==> config.mk <==
export PLATFORM = sky130hd
export DESIGN_NAME = mem_ctrl_seq
export DESIGN_NICKNAME = d
export VERILOG_FILES = /design/src/rtl/mem_ctrl_seq.sv
export SDC_FILE = /design/constraint.sdc
export NUM_CORES = 1
export LEC_CHECK = 0
export CAP_MARGIN = 20
export CORE_UTILIZATION = 46
export CTS_BUF_LIST = sky130_fd_sc_hd__clkbuf_8 sky130_fd_sc_hd__clkbuf_16
export CTS_CLUSTER_SIZE = 16
export DETAILED_ROUTE_END_ITERATION = 8
export PLACE_DENSITY = 0.79
export SYNTH_ARGS = -nofsm -noshare
export SYNTH_HDL_FRONTEND = slang
export SYNTH_SLANG_ARGS = --single-unit
==> constraint.sdc <==
create_clock -name clk -period 2.5 [get_ports clk]
set_input_delay 0.5 -clock clk [delete_from_list [all_inputs] [get_ports clk]]
set_output_delay 0.5 -clock clk [all_outputs]
set_load 0.005 [all_outputs]
==> src/rtl/mem_ctrl_seq.sv <==
// mem_ctrl_seq: single-issue instruction sequencer driving a memory/control port.
// Optional interrupt support is compiled in with `define MEM_CTRL_SEQ_IRQ_EN.
module mem_ctrl_seq (
  input  logic        clk,
  input  logic        rst,
  input  logic [15:0] instr,
  input  logic        instr_valid,
  output logic        instr_ready,
  input  logic        irq,
  output logic [4:0]  addr,
  output logic        wr_en,
  output logic [1:0]  csrc,
  output logic [1:0]  CPC,
  output logic [7:0]  literal,
  output logic        call,
  output logic        ret,
  output logic        push,
  output logic        pop,
  output logic        eint,
  output logic        busy,
  output logic        stack_err,
  output logic [15:0] instr_count
);

  localparam int unsigned DEPTH_W   = 4;
  localparam int unsigned DEPTH_MAX = 10;
  localparam int unsigned CNT_W     = 16;

  localparam logic [2:0] OP_NOP   = 3'd0;
  localparam logic [2:0] OP_MOVL  = 3'd1;
  localparam logic [2:0] OP_CALL  = 3'd3;
  localparam logic [2:0] OP_RET   = 3'd4;
  localparam logic [2:0] OP_PUSH  = 3'd5;
  localparam logic [2:0] OP_POP   = 3'd6;
  localparam logic [2:0] OP_SKIPZ = 3'd7;

  typedef enum logic [1:0] {
    S_IDLE = 2'd0,
    S_EXEC = 2'd1,
    S_IRQ  = 2'd2
  } state_t;

  state_t             r_state;
  state_t             w_next_state;
  logic [2:0]         r_op;
  logic [4:0]         r_addr;
  logic [7:0]         r_lit;
  logic [DEPTH_W-1:0] r_depth;
  logic               r_in_call;
  logic               r_irq_pending;
  logic               r_in_isr;
  logic               r_stack_err;
  logic [CNT_W-1:0]   r_instr_count;
  logic               w_irq_pend;
  logic               w_drop;
  logic               w_handshake;

  // Interrupt request is visible in the same cycle it arrives, masked inside the ISR
`ifdef MEM_CTRL_SEQ_IRQ_EN
  assign w_irq_pend = r_irq_pending | (irq & ~r_in_isr);
`else
  logic w_unused_irq;
  assign w_irq_pend   = 1'b0;
  assign w_unused_irq = ^{irq, r_irq_pending, r_in_isr};
`endif

  // Stack-bounds violation: push when full or pop when empty is discarded
  assign w_drop = ((r_op == OP_PUSH) && (r_depth == DEPTH_W'(DEPTH_MAX))) ||
                  ((r_op == OP_POP)  && (r_depth == DEPTH_W'(0)));

  assign w_handshake = instr_valid & instr_ready;
  assign stack_err   = r_stack_err;
  assign instr_count = r_instr_count;

  // State register
  always_ff @(posedge clk) begin
    if (rst) r_state <= S_IDLE;
    else     r_state <= w_next_state;
  end

  // Next-state and port decode; reset blanks every strobe in the same cycle
  always_comb begin
    w_next_state = r_state;
    instr_ready  = 1'b0;
    busy         = 1'b0;
    addr         = 5'd0;
    wr_en        = 1'b0;
    csrc         = 2'd0;
    CPC          = 2'd0;
    literal      = 8'd0;
    call         = 1'b0;
    ret          = 1'b0;
    push         = 1'b0;
    pop          = 1'b0;
    eint         = 1'b0;
    if (!rst) begin
      case (r_state)
        S_IDLE: begin
          instr_ready = ~w_irq_pend;
          if (w_irq_pend)       w_next_state = S_IRQ;
          else if (instr_valid) w_next_state = S_EXEC;
        end
        S_EXEC: begin
          w_next_state = S_IDLE;
          busy         = 1'b1;
          addr         = r_addr;
          literal      = r_lit;
          wr_en        = ~w_drop;
          CPC          = 2'd1;
          case (r_op)
            OP_NOP:   addr = 5'h1F;
            OP_MOVL:  csrc = 2'd1;
            OP_CALL:  begin call = 1'b1; CPC = 2'd0; end
            OP_RET:   begin ret  = 1'b1; CPC = 2'd0; end
            OP_PUSH:  push = ~w_drop;
            OP_POP:   pop  = ~w_drop;
            OP_SKIPZ: CPC  = 2'd2;
            default:  ;
          endcase
        end
        S_IRQ: begin
          w_next_state = S_IDLE;
          busy         = 1'b1;
          wr_en        = 1'b1;
          addr         = 5'h1F;
`ifdef MEM_CTRL_SEQ_IRQ_EN
          eint         = 1'b1;
`endif
        end
        default: w_next_state = S_IDLE;
      endcase
    end
  end

  // Instruction latch, stack depth, link tracking, error flag and retire counter
  always_ff @(posedge clk) begin
    if (rst) begin
      r_op          <= 3'd0;
      r_addr        <= 5'd0;
      r_lit         <= 8'd0;
      r_depth       <= DEPTH_W'(0);
      r_in_call     <= 1'b0;
      r_stack_err   <= 1'b0;
      r_instr_count <= CNT_W'(0);
    end else begin
      if (w_handshake) begin
        r_op   <= instr[15:13];
        r_addr <= instr[12:8];
        r_lit  <= instr[7:0];
      end
      if (r_state == S_EXEC) begin
        if (w_drop) begin
          r_stack_err <= 1'b1;
        end else begin
          r_instr_count <= r_instr_count + CNT_W'(1);
          case (r_op)
            OP_PUSH: r_depth <= r_depth + DEPTH_W'(1);
            OP_POP:  r_depth <= r_depth - DEPTH_W'(1);
            OP_CALL: begin
              if (r_in_call) r_stack_err <= 1'b1;
              r_in_call <= 1'b1;
            end
            OP_RET:  r_in_call <= 1'b0;
            default: ;
          endcase
        end
      end
    end
  end

`ifdef MEM_CTRL_SEQ_IRQ_EN
  // Interrupt bookkeeping: latch request, enter ISR after the IRQ cycle, leave on RET
  always_ff @(posedge clk) begin
    if (rst) begin
      r_irq_pending <= 1'b0;
      r_in_isr      <= 1'b0;
    end else if (r_state == S_IRQ) begin
      r_irq_pending <= 1'b0;
      r_in_isr      <= 1'b1;
    end else begin
      if (irq & ~r_in_isr) r_irq_pending <= 1'b1;
      if ((r_state == S_EXEC) && (r_op == OP_RET)) r_in_isr <= 1'b0;
    end
  end
`else
  // Interrupt state held cleared when the feature is not built
  always_ff @(posedge clk) begin
    r_irq_pending <= 1'b0;
    r_in_isr      <= 1'b0;
  end
`endif

endmodule

==> results of run 1 <==
registers in the layout, summed over array words and instances (netlist names):
signal and count:
instr_count 16, r_lit 8, r_addr 5, r_depth 4
r_op 3, r_in_call 1, r_state 1, stack_err 1
report_power, final:
| part | switching [mW] | internal (mW) | leakage, nW | total (mW) |
|---|---|---|---|---|
| sequential | 0.0170 | 0.643 | 0.318 | 0.660 |
| combinational | 0.0693 | 0.0800 | 0.675 | 0.149 |
| clock | 0.219 | 0.289 | 0.0554 | 0.508 |
cells in the final DEF (no fill, tap or decap), types with 10 or more instances in the layout:
master	count
dfxtp_1	37
or4_1	10
nand2b_1	17
a21oi_1	17
clkdlybuf4s50_1	53
o21ai_0	24
nor2_1	22
buf_4	11
nand2_1	28
worst max-delay path: stages:
cell and delay [ns]:
clkdlybuf4s50_1 0.48, buf_4 0.38, nor2_1 0.12, clkdlybuf4s50_1 0.47
area by class of cell:
cell class | instances | area [um^2]
clock buffers | 5 | 68.8
clock inverters | 2 | 33.8
fillers | 358 | 1310
inverters | 2 | 10.0
multi-input cells | 193 | 1140
flip-flops and latches | 39 | 783
well taps | 50 | 62.6
repair buffers | 69 | 672
metal layers:
layer,part of all wire [%],GRT usage [%]
met4,1.5,13.0
met1,44,26.7
met5,0,0
met2,46,35.7
met3,8.0,7.17
repair_timing:
action,CTS,global route
hold buffers,0,0
endpoints found under the setup margin,12,8
gates resized for setup,3,9
metrics by stage:
stage	power (mW)	hold WS, ns	instances	utilization [%]
after global placement	0.818	0.456	353	64.6
after CTS	1.32	0.474	360	67.3
final	1.32	0.472	360	67.9
after floorplan	0.751	0.435	255	-
after global routing	1.39	0.502	360	67.9
after detailed placement	0.821	0.460	353	64.6
logic make-up (layout without fill, tap and decap cells):
kind of cell / after synthesis / count (layout)
compound gates: 54 / 54
buf+inv: 23 / 78
flops: 39 / 39
fa+ha+maj: 2 / 2
xor+xnor: 2 / 2
simple gates: 127 / 127
other cells: 1 / 2
mux: 6 / 6
worst paths after layout:
check / startpoint / endpoint / slack (ns) / cells after the start
max: rst / instr_ready / 0.04 / 4
min reg2reg: r_lit[5] / r_lit[5] / 0.47 / 2
max reg2reg: r_op[0] / r_depth[2] / 0.36 / 6
min: r_lit[5] / r_lit[5] / 0.47 / 2
==> summary.txt, run 1 <==
Timing
  • TNS Setup: 0 ns
  • Fmax: 406 MHz
  • Slew at the pin with the worst max-slew slack: 0.910 ns
  • RSZ-0062 raised after global routing: yes
  • Final setup fails: 0
  • Final hold vios: 0
  • Final worst slack: 0.0372 ns
  • Slew Limit Fails: 0
  • Tcrit/Tclk final: 98.5%
  • Slew headroom: 39.4%
  • Final min period: 2.46 ns
  • Clock skew: 0.00643 ns

Route
  • Via/cell ratio: 5.34
  • Initial DRC Count: 134
  • # DRC: 0
  • ANT nets after route: 0
  • Avg WL per Cell: 12.7 um
  • DR pass1 iterations: 4
  • Via count: 1923
  • Detailed Route WL: 4570 um

Floorplan
  • Core Area: 0.00409 mm^2
  • Ports: 62
  • Die area: 0.00464 mm^2
  • DIE WIDTH: 68.1 um
  • Die height: 68.1 um
  • Row count: 23
  • Initial Utilization: 49.2%

Clock tree
  • TritonCTS clock tree: built
  • Num CTS Buffers: 5
  • Post-CTS setup buffer count: 0
  • Clock-pin slew on the worst setup and hold paths: 0.07 ns
  • Clock Path Buffers: 2
  • Sink Count: 39
  • Worst-Skew Late Latency: 0.29 ns
  • Root buffer cell: clkbuf_8
  • H-tree levels: 2

Synthesis
  • Synthesized flop and latch total: 39
  • Largest family of logic cells by synthesized area: simple AND/OR/NAND/NOR gates
  • Post-synthesis compound-gate area fraction: 15.6%
  • Synth top area cells: dfxtp_1, o21ai_0, nand2b_1, nand2_1, a21oi_1
  • Synth warn: 0
  • Sequential fraction of the synthesis area: 38.8%
  • FFs w/ async S/R, synth: 0%
  • Commonest cells post-synth: dfxtp_1, nand2_1, o21ai_0
  • Post-Synth Simple-Gate Area: 34.5%
  • Cell variety after synth: 37
  • Main flop type after synthesis: dfxtp_1
  • Mux cell area share after synthesis: 3.55%
  • Cells after Synth: 254
  • Synth area leader: dfxtp_1
  • Post-Synth Adder-Cell Area: 1.24%
  • Post-synth EDFFs: 0
  • Xor/xnor cell area share of the yosys netlist: 0.871%
  • Syn avg cell area: 7.92 um^2
  • Most common cell in the netlist: dfxtp_1
  • Yosys top cell area share: 38.8%
  • Mapped Area: 0.00201 mm^2

Pwr
  • Static leakage: 1.05 nW
  • VDD IR max: 0.000351 V
  • Pwr dens: 475 mW/mm^2

Setup path
  • Crit path launch type: input pin
  • Setup Crit Path Kind: input pin to output pin
  • Crit path required time: 2.00 ns
  • Crit path max fanout: 45
  • Crit path arrival time: 1.96 ns
  • Crit end category: output pin

Run
  • Max-cap violations: 0

Layout
  • Layout net count: 332
  • Layout cells sized above 1: 11.0%
  • Layout area overhead: 38.0%
  • Design Area, Final: 0.00278 mm^2
  • Antenna cells: 0

Global routing
  • First-pass GRT wire length: 7830 um
  • Grt ovf: 0
  • Antenna violations before repair: 0
  • Gr usage total: 22.6%
  • Largest net degree at the start of global routing: 46
  • Vias in the first global route: 1771

Placement
  • Post-DP HPWL: 3100 um
  • Gp weighted congestion: 0.779
  • IO buf count: 58
  • Worst slack, placed: -0.0637 ns
  • Placed cell areas: 0.00264 mm^2

Run status
  • Outcome: finished, final reports clean

Hold path
  • HP Class: register to register
(Power assumes the default switching activity.)
==> run 2, diff against run 1 <==
--- a/config.mk
+++ b/config.mk
@@ -12,4 +12,5 @@
 export DETAILED_ROUTE_END_ITERATION = 8
 export PLACE_DENSITY = 0.79
+export SKIP_CTS_REPAIR_TIMING = 1
 export SYNTH_ARGS = -nofsm -noshare
 export SYNTH_HDL_FRONTEND = slang
==> constraint.sdc (replaced) <==
create_clock -name clk -period 2.5 [get_ports clk]
set_input_delay 0.5 -clock clk [delete_from_list [all_inputs] [get_ports clk]]
set_output_delay 0.5 -clock clk [all_outputs]
set_load 0.1 [all_outputs]
==> run 2 against run 1 <==
Global-route usage shrank 0.092 points. Die area is the same. Sequential cell count is the same. Wire length grew 4.4%. Sequential power is essentially flat. Clock skew is essentially flat. Via count grew 1.3%. Final cell count shrank 0.28%. Non-clock buffer count shrank 2. Count of clock-buffer cells in the layout is the same. Largest cell class unchanged. Critical path type is now register to output pin. Highest routed layer unchanged.
==> summary.txt, run 2 (same netlist as run 1, synthesis figures left out) <==
Global routing
  • Grt ovf: 0 (unchanged)
  • Vias in the first global route: 1712 (was 1771)
  • First-pass GRT wire length: 7710 um (was 7830 um)
  • Largest net degree at the start of global routing: 46 (unchanged)
  • Gr usage total: 22.5% (was 22.6%)
  • Antenna violations before repair: 0 (unchanged)

Placement
  • Post-DP HPWL: 3400 um (was 3100 um)
  • IO buf count: 58 (unchanged)
  • Dpl cells: 351 (was 353)
  • Gp weighted congestion: 0.780 (was 0.779)

Setup path
  • Worst r2r src: r_op[0] (unchanged)
  • Crit path required time: 2.00 ns (about the same)
  • Crit path arrival time: 1.92 ns (was 1.96 ns)
  • Setup Crit Path Kind: register to output pin (was input pin to output pin)
  • Crit path launch type: register (was input pin)
  • Critical path origin: r_op[0] (was rst)
  • Crit end category: output pin (unchanged)
  • Crit path max fanout: 36 (was 45)

Layout
  • Leading cell type in the layout, fill and taps excluded: dfxtp_1 (was clkdlybuf4s50_1)
  • Cell Count, Final, Fillers Out: 359 (was 360)
  • Layout cells sized above 1: 28.2% (was 11.0%)
  • Commonest cells after routing, fill and taps aside: dfxtp_1, nand2_1, buf_4 (was clkdlybuf4s50_1, dfxtp_1, nand2_1)
  • Fillers: 311 (was 358)
  • Layout area overhead: 49.7% (was 38.0%)
  • Antenna cells: 0 (unchanged)
  • Layout net count: 330 (was 332)
  • Largest register FFs: 16 (unchanged)
  • Fin util: 73.7% (was 67.9%)

Timing
  • RSZ-0062 raised after global routing: no (was yes)
  • TNS Setup: 0 ns (unchanged)
  • Slew Limit Fails: 0 (unchanged)
  • Tcrit/Tclk final: 96.9% (was 98.5%)
  • Final hold vios: 0 (unchanged)
  • Fmax: 413 MHz (was 406 MHz)
  • Final min period: 2.42 ns (was 2.46 ns)
  • Final setup fails: 0 (unchanged)
  • Clock skew: 0.00631 ns (was 0.00643 ns)

Floorplan
  • Row count: 23 (unchanged)
  • Initial Utilization: 49.2% (unchanged)
  • Core Area: 0.00409 mm^2 (unchanged)
  • Die area: 0.00464 mm^2 (unchanged)
  • Ports: 62 (unchanged)
  • DIE WIDTH: 68.1 um (unchanged)
  • Die height: 68.1 um (unchanged)

Run status
  • Outcome: finished, final reports clean (unchanged)

Route
  • ANT nets after route: 0 (unchanged)
  • Detailed Route WL: 4780 um (was 4570 um)
  • Via count: 1948 (was 1923)
  • # DRC: 0 (unchanged)
  • Initial DRC Count: 122 (was 134)
  • Via/cell ratio: 5.43 (was 5.34)
  • DR pass1 iterations: 4 (unchanged)
  • Avg WL per Cell: 13.3 um (was 12.7 um)

Pwr
  • Cell-internal power: 934 uW (was 1.01 mW)
  • Total power: 1.35 mW (was 1.32 mW)
  • VDD IR max: 0.000327 V (was 0.000351 V)
  • Power share of the sequential group: 48.9% (was 50.1%)
  • Static leakage: 1.11 nW (was 1.05 nW)
  • Clk pwr share: 31.1% (was 38.5%)
  • P_sw: 418 uW (was 305 uW)
  • Switching fraction of total power: 30.9% (was 23.2%)
  • Pwr dens: 449 mW/mm^2 (was 475 mW/mm^2)
  • Logic pwr share: 20.0% (was 11.3%)

Clock tree
  • Clock-pin slew on the worst setup and hold paths: 0.08 ns (was 0.07 ns)
  • H-tree levels: 2 (unchanged)
  • Worst-Skew Late Latency: 0.30 ns (was 0.29 ns)
  • Clock Path Buffers: 2 (unchanged)
  • TritonCTS clock tree: built (unchanged)
  • Sink Count: 39 (unchanged)
  • Num CTS Buffers: 5 (unchanged)
  • Root buffer cell: clkbuf_8 (unchanged)

Run
  • Max-cap violations: 0 (unchanged)

Hold path
  • HP Start: r_lit[3] (was r_lit[5])
  • HP Class: register to register (unchanged)
-- run 2: changes by cell type in the layout (fill, tap and decap cells not counted), moves of 2 or more --
cell / delta
nor3_1: -3
dfxtp_2: -2
and2_1: -8
clkdlybuf4s50_1: -35
nor2_1: -5
and2_2: +7
buf_4: +14
dlymetal6s2s_1: -4
buf_12: +24
nor3_4: +5
nor3_2: -2
dfxtp_1: +2
nor2_2: +4
-- run 2: layout make-up --
cell class,instances,area [um^2],area share [%]
multi-input combinational,193,1230,40.7
timing repair buffer,67,848,28.2
sequential,39,781,25.9
clock buffer,5,68.8,2.29
tap,50,62.6,2.08
clock inverter,3,16.3,0.540
inverter,2,7.51,0.249
-- run 2: through the flow --
stage | area [um^2] | setup WS, ns | hold slack [ns]
global placement | 2930 | 0.105 | 0.456
detailed placement | 2930 | 0.0953 | 0.460
finish | 3010 | 0.0781 | 0.471
global route | 3010 | 0.0100 | 0.498
floorplan | 2120 | -0.289 | 0.435
CTS | 3010 | 0.0735 | 0.474
-- run 2: final timing paths --
| kind | to | slack (ns) | cells after the start |
|---|---|---|---|
| setup / recovery | push | 0.08 | 4 |
| hold / removal | r_lit[3] | 0.47 | 2 |
| setup reg to reg | r_depth[2] | 0.34 | 6 |
| hold reg to reg | r_lit[3] | 0.47 | 2 |
-- run 2: layer usage --
layer,GRT usage (%),part of all wire (%)
met2,36.2,48
met3,10.3,9.5
met4,9.11,1.5
met5,0,0
met1,25.6,41
-- run 2: critical path, cell delays in order, from the launching register on --
cell and delay (ns):
dfxtp_1 0.62, and4b_4 0.31, o211a_4 0.42, nor3_4 0.09, buf_12 0.18
-- run 2: power by group through the flow --
stage | Combinational, mW | Clock (mW) | Sequential (mW)
after CTS | 0.272 | 0.433 | 0.661
after floorplan | 0.172 | 0 | 0.679
after global placement | 0.268 | 0 | 0.674
final | 0.271 | 0.421 | 0.661
after global routing | 0.288 | 0.459 | 0.664
after detailed placement | 0.271 | 0 | 0.675
==> run 3, diff against run 2 <==
HOLD_SLACK_MARGIN = 0.03   (was default)
SKIP_LAST_GASP = 1   (was default)
==> results of run 3 <==
Final layout, timing and power as in run 2 (identical DEF).
